===== config.mk =====
export PLATFORM = sky130hd
export DESIGN_NAME = frame_rx_flat
export DESIGN_NICKNAME = d
export VERILOG_FILES = /design/src/rtl/frame_rx_if.sv /design/src/rtl/frame_rx.sv /design/src/flat_wrapper.sv
export SDC_FILE = /design/constraint.sdc
export NUM_CORES = 1
export LEC_CHECK = 0
export ABC_AREA = 1
export CELL_PAD_IN_SITES_DETAIL_PLACEMENT = 2
export CELL_PAD_IN_SITES_GLOBAL_PLACEMENT = 2
export CORE_UTILIZATION = 33
export DETAILED_ROUTE_END_ITERATION = 10
export GPL_TIMING_DRIVEN = 0
export PLACE_DENSITY = 0.77
export REMOVE_ABC_BUFFERS = 1
export SLEW_MARGIN = 20
export SYNTH_ARGS = -nofsm -noshare
export SYNTH_HDL_FRONTEND = slang
export SYNTH_SLANG_ARGS = --single-unit

===== constraint.sdc =====
create_clock -name clk -period 6.19 [get_ports clk]
set_clock_uncertainty 0.05 [all_clocks]
set_input_delay 0.9285 -clock clk [delete_from_list [all_inputs] [get_ports clk]]
set_output_delay 0.9285 -clock clk [all_outputs]
set_load 0.01 [all_outputs]

===== src/rtl/frame_rx_if.sv =====
// frame_rx_if: serial-in / frame-out bundle for the Manchester frame receiver.
//   master : bit-stream source and frame consumer (drives bin, ben, dready)
//   slave  : frame_rx (drives dout, dvalid, error pulses, counters, busy)
interface frame_rx_if #(
  parameter int NBYTES = 6
);
  logic                  bin;
  logic                  ben;
  logic                  dready;
  logic [8*NBYTES-1:0]   dout;
  logic                  dvalid;
  logic                  err_manch;
  logic                  err_tail;
  logic                  err_chk;
  logic                  overrun;
  logic [7:0]            frame_cnt;
  logic [7:0]            err_cnt;
  logic                  busy;

  modport master (
    output bin, ben, dready,
    input  dout, dvalid, err_manch, err_tail, err_chk, overrun,
           frame_cnt, err_cnt, busy
  );

  modport slave (
    input  bin, ben, dready,
    output dout, dvalid, err_manch, err_tail, err_chk, overrun,
           frame_cnt, err_cnt, busy
  );
endinterface


===== src/rtl/frame_rx.sv =====
// frame_rx: Manchester frame receiver.
// Hunts for a raw 8-bit header, Manchester-decodes NBYTES payload bytes,
// checks a raw 8-bit tail and an optional XOR checksum byte, and presents
// good frames on a valid/ready output register.
//   clk, rst : system clock, async active-high reset
//   bus      : frame_rx_if.slave
//              bin/ben     serial bit and its sample strobe
//              dout/dvalid/dready  output frame slot handshake
//              err_manch/err_tail/err_chk/overrun  1-cycle event pulses
//              frame_cnt (wrapping), err_cnt (saturating), busy
//
// state  | meaning
// S_HUNT | sliding 8-bit window searching for HEAD
// S_BODY | receiving 16*NBYTES raw payload bits, decoding pairs
// S_TAIL | receiving 8 raw tail bits, frame evaluated on the last one
module frame_rx #(
  parameter int          NBYTES = 6,
  parameter logic [7:0]  HEAD   = 8'h0F,
  parameter logic [7:0]  TAIL   = 8'hF0,
  parameter bit          CHK_EN = 1'b1
) (
  input  logic      clk,
  input  logic      rst,
  frame_rx_if.slave bus
);

  localparam int PW = 8 * NBYTES;
  localparam int CW = $clog2(16 * NBYTES);
  localparam logic [CW-1:0] BODY_LAST = CW'(16 * NBYTES - 1);
  localparam logic [CW-1:0] TAIL_LAST = CW'(7);

  typedef enum logic [1:0] {
    S_HUNT = 2'd0,
    S_BODY = 2'd1,
    S_TAIL = 2'd2
  } state_t;

  state_t          state_q, state_d;
  logic [7:0]      win_q, win_d;
  logic            half_q, half_d;
  logic [PW-1:0]   dec_q, dec_d;
  logic [7:0]      tail_q, tail_d;
  logic [CW-1:0]   cnt_q, cnt_d;
  logic [PW-1:0]   dout_q, dout_d;
  logic            dvalid_q, dvalid_d;
  logic            err_manch_q, err_manch_d;
  logic            err_tail_q, err_tail_d;
  logic            err_chk_q, err_chk_d;
  logic            overrun_q, overrun_d;
  logic [7:0]      frame_cnt_q, frame_cnt_d;
  logic [7:0]      err_cnt_q, err_cnt_d;

  logic [7:0]      win_shift;
  logic [7:0]      tail_shift;
  logic [7:0]      chk_acc;
  logic            chk_bad;
  logic [7:0]      err_cnt_inc;

  assign win_shift   = {win_q[6:0], bus.bin};
  assign tail_shift  = {tail_q[6:0], bus.bin};
  assign err_cnt_inc = (err_cnt_q == 8'hFF) ? 8'hFF : err_cnt_q + 8'd1;

  // Byte 0 sits at the top of dec_q; the checksum byte is the last one in.
  always_comb begin
    chk_acc = '0;
    for (int k = 0; k < NBYTES - 1; k++) begin
      chk_acc = chk_acc ^ dec_q[PW-1-8*k -: 8];
    end
  end

  assign chk_bad = CHK_EN && (chk_acc != dec_q[7:0]);

  always_comb begin
    state_d     = state_q;
    win_d       = win_q;
    half_d      = half_q;
    dec_d       = dec_q;
    tail_d      = tail_q;
    cnt_d       = cnt_q;
    dout_d      = dout_q;
    dvalid_d    = dvalid_q;
    err_manch_d = 1'b0;
    err_tail_d  = 1'b0;
    err_chk_d   = 1'b0;
    overrun_d   = 1'b0;
    frame_cnt_d = frame_cnt_q;
    err_cnt_d   = err_cnt_q;

    // Consumer handshake runs every clk; a frame load below overrides it.
    if (dvalid_q && bus.dready) dvalid_d = 1'b0;

    if (bus.ben) begin
      unique case (state_q)
        S_HUNT: begin
          win_d = win_shift;
          if (win_shift == HEAD) begin
            state_d = S_BODY;
            cnt_d   = BODY_LAST;
            win_d   = '0;
          end
        end

        S_BODY: begin
          cnt_d = cnt_q - CW'(1);
          // Down-count from an odd value: odd = first bit of a pair.
          if (cnt_q[0]) begin
            half_d = bus.bin;
          end else if (half_q == bus.bin) begin
            err_manch_d = 1'b1;
            err_cnt_d   = err_cnt_inc;
            state_d     = S_HUNT;
            win_d       = '0;
          end else begin
            // 10 -> 1, 01 -> 0: the decoded bit equals the earlier half.
            dec_d = {dec_q[PW-2:0], half_q};
            if (cnt_q == '0) begin
              state_d = S_TAIL;
              cnt_d   = TAIL_LAST;
            end
          end
        end

        S_TAIL: begin
          tail_d = tail_shift;
          cnt_d  = cnt_q - CW'(1);
          if (cnt_q == '0) begin
            state_d = S_HUNT;
            win_d   = '0;
            if (tail_shift != TAIL) begin
              err_tail_d = 1'b1;
              err_cnt_d  = err_cnt_inc;
            end else if (chk_bad) begin
              err_chk_d = 1'b1;
              err_cnt_d = err_cnt_inc;
            end else if (!dvalid_q || bus.dready) begin
              dout_d      = dec_q;
              dvalid_d    = 1'b1;
              frame_cnt_d = frame_cnt_q + 8'd1;
            end else begin
              overrun_d = 1'b1;
            end
          end
        end

        default: begin
          state_d = S_HUNT;
          win_d   = '0;
        end
      endcase
    end
  end

  always_ff @(posedge clk or posedge rst) begin
    if (rst) begin
      state_q     <= S_HUNT;
      win_q       <= '0;
      half_q      <= 1'b0;
      dec_q       <= '0;
      tail_q      <= '0;
      cnt_q       <= '0;
      dout_q      <= '0;
      dvalid_q    <= 1'b0;
      err_manch_q <= 1'b0;
      err_tail_q  <= 1'b0;
      err_chk_q   <= 1'b0;
      overrun_q   <= 1'b0;
      frame_cnt_q <= '0;
      err_cnt_q   <= '0;
    end else begin
      state_q     <= state_d;
      win_q       <= win_d;
      half_q      <= half_d;
      dec_q       <= dec_d;
      tail_q      <= tail_d;
      cnt_q       <= cnt_d;
      dout_q      <= dout_d;
      dvalid_q    <= dvalid_d;
      err_manch_q <= err_manch_d;
      err_tail_q  <= err_tail_d;
      err_chk_q   <= err_chk_d;
      overrun_q   <= overrun_d;
      frame_cnt_q <= frame_cnt_d;
      err_cnt_q   <= err_cnt_d;
    end
  end

  assign bus.dout      = dout_q;
  assign bus.dvalid    = dvalid_q;
  assign bus.err_manch = err_manch_q;
  assign bus.err_tail  = err_tail_q;
  assign bus.err_chk   = err_chk_q;
  assign bus.overrun   = overrun_q;
  assign bus.frame_cnt = frame_cnt_q;
  assign bus.err_cnt   = err_cnt_q;
  assign bus.busy      = (state_q != S_HUNT);

endmodule


===== src/flat_wrapper.sv =====
// flat-port wrapper written by rule: the top's interface ports become plain ports
module frame_rx_flat 
#(
  parameter int          NBYTES = 6,
  parameter logic [7:0]  HEAD   = 8'h0F,
  parameter logic [7:0]  TAIL   = 8'hF0,
  parameter bit          CHK_EN = 1'b1
)
  (clk, rst, bus_bin, bus_ben, bus_dready, bus_dout, bus_dvalid, bus_err_manch, bus_err_tail, bus_err_chk, bus_overrun, bus_frame_cnt, bus_err_cnt, bus_busy);
  frame_rx_if #(.NBYTES(NBYTES)) bus_i ();
  input  logic clk;
  input  logic rst;
  input wire logic [$bits(bus_i.bin)-1:0] bus_bin;
  input wire logic [$bits(bus_i.ben)-1:0] bus_ben;
  input wire logic [$bits(bus_i.dready)-1:0] bus_dready;
  output wire logic [$bits(bus_i.dout)-1:0] bus_dout;
  output wire logic [$bits(bus_i.dvalid)-1:0] bus_dvalid;
  output wire logic [$bits(bus_i.err_manch)-1:0] bus_err_manch;
  output wire logic [$bits(bus_i.err_tail)-1:0] bus_err_tail;
  output wire logic [$bits(bus_i.err_chk)-1:0] bus_err_chk;
  output wire logic [$bits(bus_i.overrun)-1:0] bus_overrun;
  output wire logic [$bits(bus_i.frame_cnt)-1:0] bus_frame_cnt;
  output wire logic [$bits(bus_i.err_cnt)-1:0] bus_err_cnt;
  output wire logic [$bits(bus_i.busy)-1:0] bus_busy;
  assign bus_i.bin = bus_bin;
  assign bus_i.ben = bus_ben;
  assign bus_i.dready = bus_dready;
  assign bus_dout = bus_i.dout;
  assign bus_dvalid = bus_i.dvalid;
  assign bus_err_manch = bus_i.err_manch;
  assign bus_err_tail = bus_i.err_tail;
  assign bus_err_chk = bus_i.err_chk;
  assign bus_overrun = bus_i.overrun;
  assign bus_frame_cnt = bus_i.frame_cnt;
  assign bus_err_cnt = bus_i.err_cnt;
  assign bus_busy = bus_i.busy;
  frame_rx #(.NBYTES(NBYTES), .HEAD(HEAD), .TAIL(TAIL), .CHK_EN(CHK_EN)) u_core (.clk(clk), .rst(rst), .bus(bus_i));
endmodule

==> out/summary.txt <==
YOSYS
--------------------------------------------------------------------------------------
Post-Synthesis Cells ....................................................          854
Warnings from Yosys .....................................................            0
Area leader, netlist ....................................................      dfrtp_1
Post-synthesis sequential area ratio ....................................        52.6%
Number of different library cells in the post-synthesis netlist .........           30
Top post-synthesis cells by area ........................................ dfrtp_1, nand2_1, o21ai_0
Fraction of synthesized cell area taken by the top area cell type .......        52.6%
Synthesis-stage register bit count ......................................          141
Average instance area after synthesis ...................................     7.86 um2
Post-Syn Area ...........................................................     6710 um2

PLACED DESIGN
--------------------------------------------------------------------------------------
Area after detailed placement ...........................................     7770 um2
Placed wire-length estimate after detailed placement ....................      13.9 mm
Weighted congestion reported at the end of routability-driven placement .        0.783
Port Buffer Count .......................................................           74

CLOCK TREE
--------------------------------------------------------------------------------------
Buffer type at the clock tree root ......................................    clkbuf_16
H-tree levels ...........................................................            4
Clock latency on the worst-skew pair ....................................      0.42 ns
Post-cts resize count ...................................................            0
CTS Sinks ...............................................................          141
Max Buffers Root-to-Sink ................................................            2
Total clock buffers created by CTS ......................................           17
Count of buffers added by post-CTS timing repair for setup ..............            0
CTS tree ................................................................          yes
Hold-fix buffers at CTS .................................................            0
Clock slew seen by the registers of the worst setup and hold paths ......      0.06 ns

SETUP PATH
--------------------------------------------------------------------------------------
Category of the worst setup path launch point ........................... primary input
Maximum single-stage delay on the critical path .........................      0.76 ns
CP Cell Sequence ........................................................ clkdlybuf4s50_1 -> nand2_2 -> inv_1 -> nand4_1 -> nor2_1 -> nand3_4 -> o21ai_0
Total buffers and inverters traversed by the critical path ..............            2
Largest fanout of any net on the critical path ..........................           99
CP max-delay cell .......................................................      nand3_4
Type of element capturing the critical path .............................    flip-flop
Critical path start-end classification ..................................       in2reg
Data arrival time at the worst-slack endpoint ...........................      4.03 ns
Critical path data required time ........................................      6.45 ns
Critical path's top delay family ........................................ simple AND/OR/NAND/NOR gates

FINISH
--------------------------------------------------------------------------------------
Share of post-route cells with drive strength above 1 ...................        6.36%
Final design instance area without fill .................................     8380 um2
Antenna Diode Count .....................................................            0
Number of inserted filler cells in the final layout .....................         2209
Util after Layout .......................................................        42.5%
Fin nets ................................................................          944
Layout Area Growth over Synthesis .......................................        24.9%

DRT
--------------------------------------------------------------------------------------
Via density per instance ................................................         4.95
Antenna viol nets, final ................................................            0
Routed vias .............................................................         5987
Per-cell routed wire length .............................................      16.2 um
Initial drt markers .....................................................          166
Total wire length after detailed routing ................................      19.6 mm
Post-detailed-route DRC marker count ....................................            0
First-pass detailed-route iteration total ...............................            4

HOLD PATH
--------------------------------------------------------------------------------------
Type of the worst min-delay path ........................................      reg2reg

RUN
--------------------------------------------------------------------------------------
Max capacitance violation total .........................................            0

OUTCOME
--------------------------------------------------------------------------------------
Result of the run ....................................................... complete, no violations

GLOBAL ROUTE
--------------------------------------------------------------------------------------
Via count of the first global-routing pass ..............................         6723
Number of antenna violations at the first check in global routing .......            0
Wire length of the first global-routing pass ............................      33.1 mm
Total overflow reported by the global router ............................            0
Global-route usage over all layers ......................................        20.5%
Maximum number of pins on one net before global-route repair ............          100

STA
--------------------------------------------------------------------------------------
Final hold violation count ..............................................            0
Transition at the pin with the smallest max-transition slack ............      1.04 ns
Unrepaired setup endpoints after global routing .........................        false
Final worst path period share ...........................................        60.9%
Final setup violation count .............................................            0
Pins over their slew limit ..............................................            0
Top achievable clock speed ..............................................      265 MHz
Tmin final ..............................................................      3.77 ns
Tightest slew margin relative to the limit ..............................        30.7%

POWER
--------------------------------------------------------------------------------------
Relative contribution of sequential cells to total power ................        39.5%
Switching share of power ................................................        32.3%
Combinational fraction of design power ..................................        21.8%
Power Dens Cells ........................................................   327 nW/um2
Clock share of power ....................................................        38.7%
Internal cell power .....................................................    0.00186 W
Net load switching power ................................................   0.000884 W
Static leakage ..........................................................      3.93 nW
Worst vdd rail ir drop ..................................................     0.192 mV

FLOORPLANNING
--------------------------------------------------------------------------------------
Area of the core region .................................................    19700 um2
Num ports ...............................................................           75
Chip Height .............................................................       145 um
Starting utilization of the core area ...................................        34.0%
Die Area ................................................................    20900 um2
Overall die width .......................................................       145 um
Core Rows ...............................................................           51

[state kept, by name (all words and copies together) (netlist names)]
| name | flops |
|---|---|
| u_core.state_q | 2 |
| u_core.bus.dvalid | 1 |
| u_core.bus.err_chk | 1 |
| u_core.cnt_q | 7 |
| u_core.bus.err_cnt | 8 |
| u_core.win_q | 7 |
| u_core.bus.err_manch | 1 |
| u_core.bus.dout | 48 |
| u_core.bus.err_tail | 1 |
| u_core.tail_q | 7 |
| u_core.bus.overrun | 1 |
| u_core.bus.frame_cnt | 8 |
| u_core.dec_q | 48 |
| u_core.half_q | 1 |
[through the flow]
| step | setup WS (ns) | power (W) | setup TNS (ns) | std cells | hold WS, ns |
|---|---|---|---|---|---|
| global placement | -0.767 | 0.00163 | -106.09 | 1171 | 0.415 |
| floorplan | 1.43 | 0.00147 | 0 | 832 | 0.399 |
| global route | 2.07 | 0.00289 | 0 | 1209 | 0.461 |
| CTS | 2.36 | 0.00278 | 0 | 1209 | 0.440 |
| detailed placement | 1.95 | 0.00169 | 0 | 1177 | 0.424 |
| finish | 2.42 | 0.00274 | 0 | 1209 | 0.437 |
[layout by cell type (no fill, tap or decap), drive strengths merged, types with 4 or more instances in the layout]
master	instances
a21oi	10
buf	6
clkbuf	22
clkdlybuf4s50	74
clkinv	5
dfrtp	141
ha	8
inv	105
nand2	327
nand3	48
nand4	17
nor2	29
nor3	9
o21ai	113
o31ai	4
or2	4
xnor2	6
xor2	4
[area by class of cell]
class,count,area [um2],share of cell area [%]
repair buffers,80,828,9.88
multi-input cells,586,2680,32.0
well taps,265,332,3.96
flip-flops and latches,141,3530,42.1
clock inverters,10,138,1.64
clock buffers,22,474,5.66
inverters,105,402,4.79
[cell families (layout without fill, tap and decap cells)]
kind of cell	Yosys count	in the layout	synth area share, %
and+or+nand+nor	438	438	27.2
DFF	141	141	52.6
AOI/OAI and AO/OA	130	130	9.96
buffers and inverters	127	217	7.46
xor gates and xnor gates	10	10	1.31
adders and majority gates	8	8	1.49
[power by group through the flow]
stage          logic (W)  registers (W)  clock network, W
2_1_floorplan   0.000392        0.00108                 0
3_3_place_gp    0.000539        0.00109                 0
3_5_place_dp    0.000593        0.00110                 0
4_1_cts         0.000608        0.00108           0.00109
5_1_grt         0.000680        0.00109           0.00112
6_report        0.000597        0.00108           0.00106
[metal layers]
metal	track usage (%)	up-vias	part of all wire, %
met3	3.34	18	2.0
met2	37.7	66	53
met1	24.2	3043	44
li1	-	2860	-
met4	5.93	0	1.3
met5	0	-	0
[synthesized netlist by cell type, drive strengths merged]
library cell / number
ha: 8
o21ai: 113
a22oi: 3
nor4: 2
inv: 105
and3: 1
a21oi: 10
o31ai: 4
nand4: 17
xnor2: 6
nor2: 29
nand2: 327
xor2: 4
dfrtp: 141
nor3: 9
clkbuf: 12
buf: 10
nand3: 48
or2: 4
nand3b: 1
[worst paths after layout]
| kind | from | endpoint | slack (ns) | cells after the start |
|---|---|---|---|---|
| max | bus_ben | u_core.bus.dout[6] | 2.42 | 7 |
| min | u_core.bus.dout[31] | u_core.bus.dout[31] | 0.44 | 2 |
| max reg2reg | u_core.state_q[0] | u_core.bus.dout[6] | 2.63 | 8 |
| min reg2reg | u_core.bus.dout[31] | u_core.bus.dout[31] | 0.44 | 2 |
| max in group asynchronous | rst | u_core.bus.dout[25] | 4.42 | 3 |
| min in group asynchronous | rst | u_core.bus.dout[4] | 0.90 | 2 |
[worst register-to-register path, cell delays in order (launching register included)]
cell and delay (ns):
dfrtp_1 0.42, inv_1 0.11, ha_1 0.34, nand2_2 0.19, inv_1 0.39, nand4_1 0.28, nor2_1 0.36, nand3_4 0.76
o21ai_0 0.55
No activity file was read; power rests on OpenSTA's default activity.
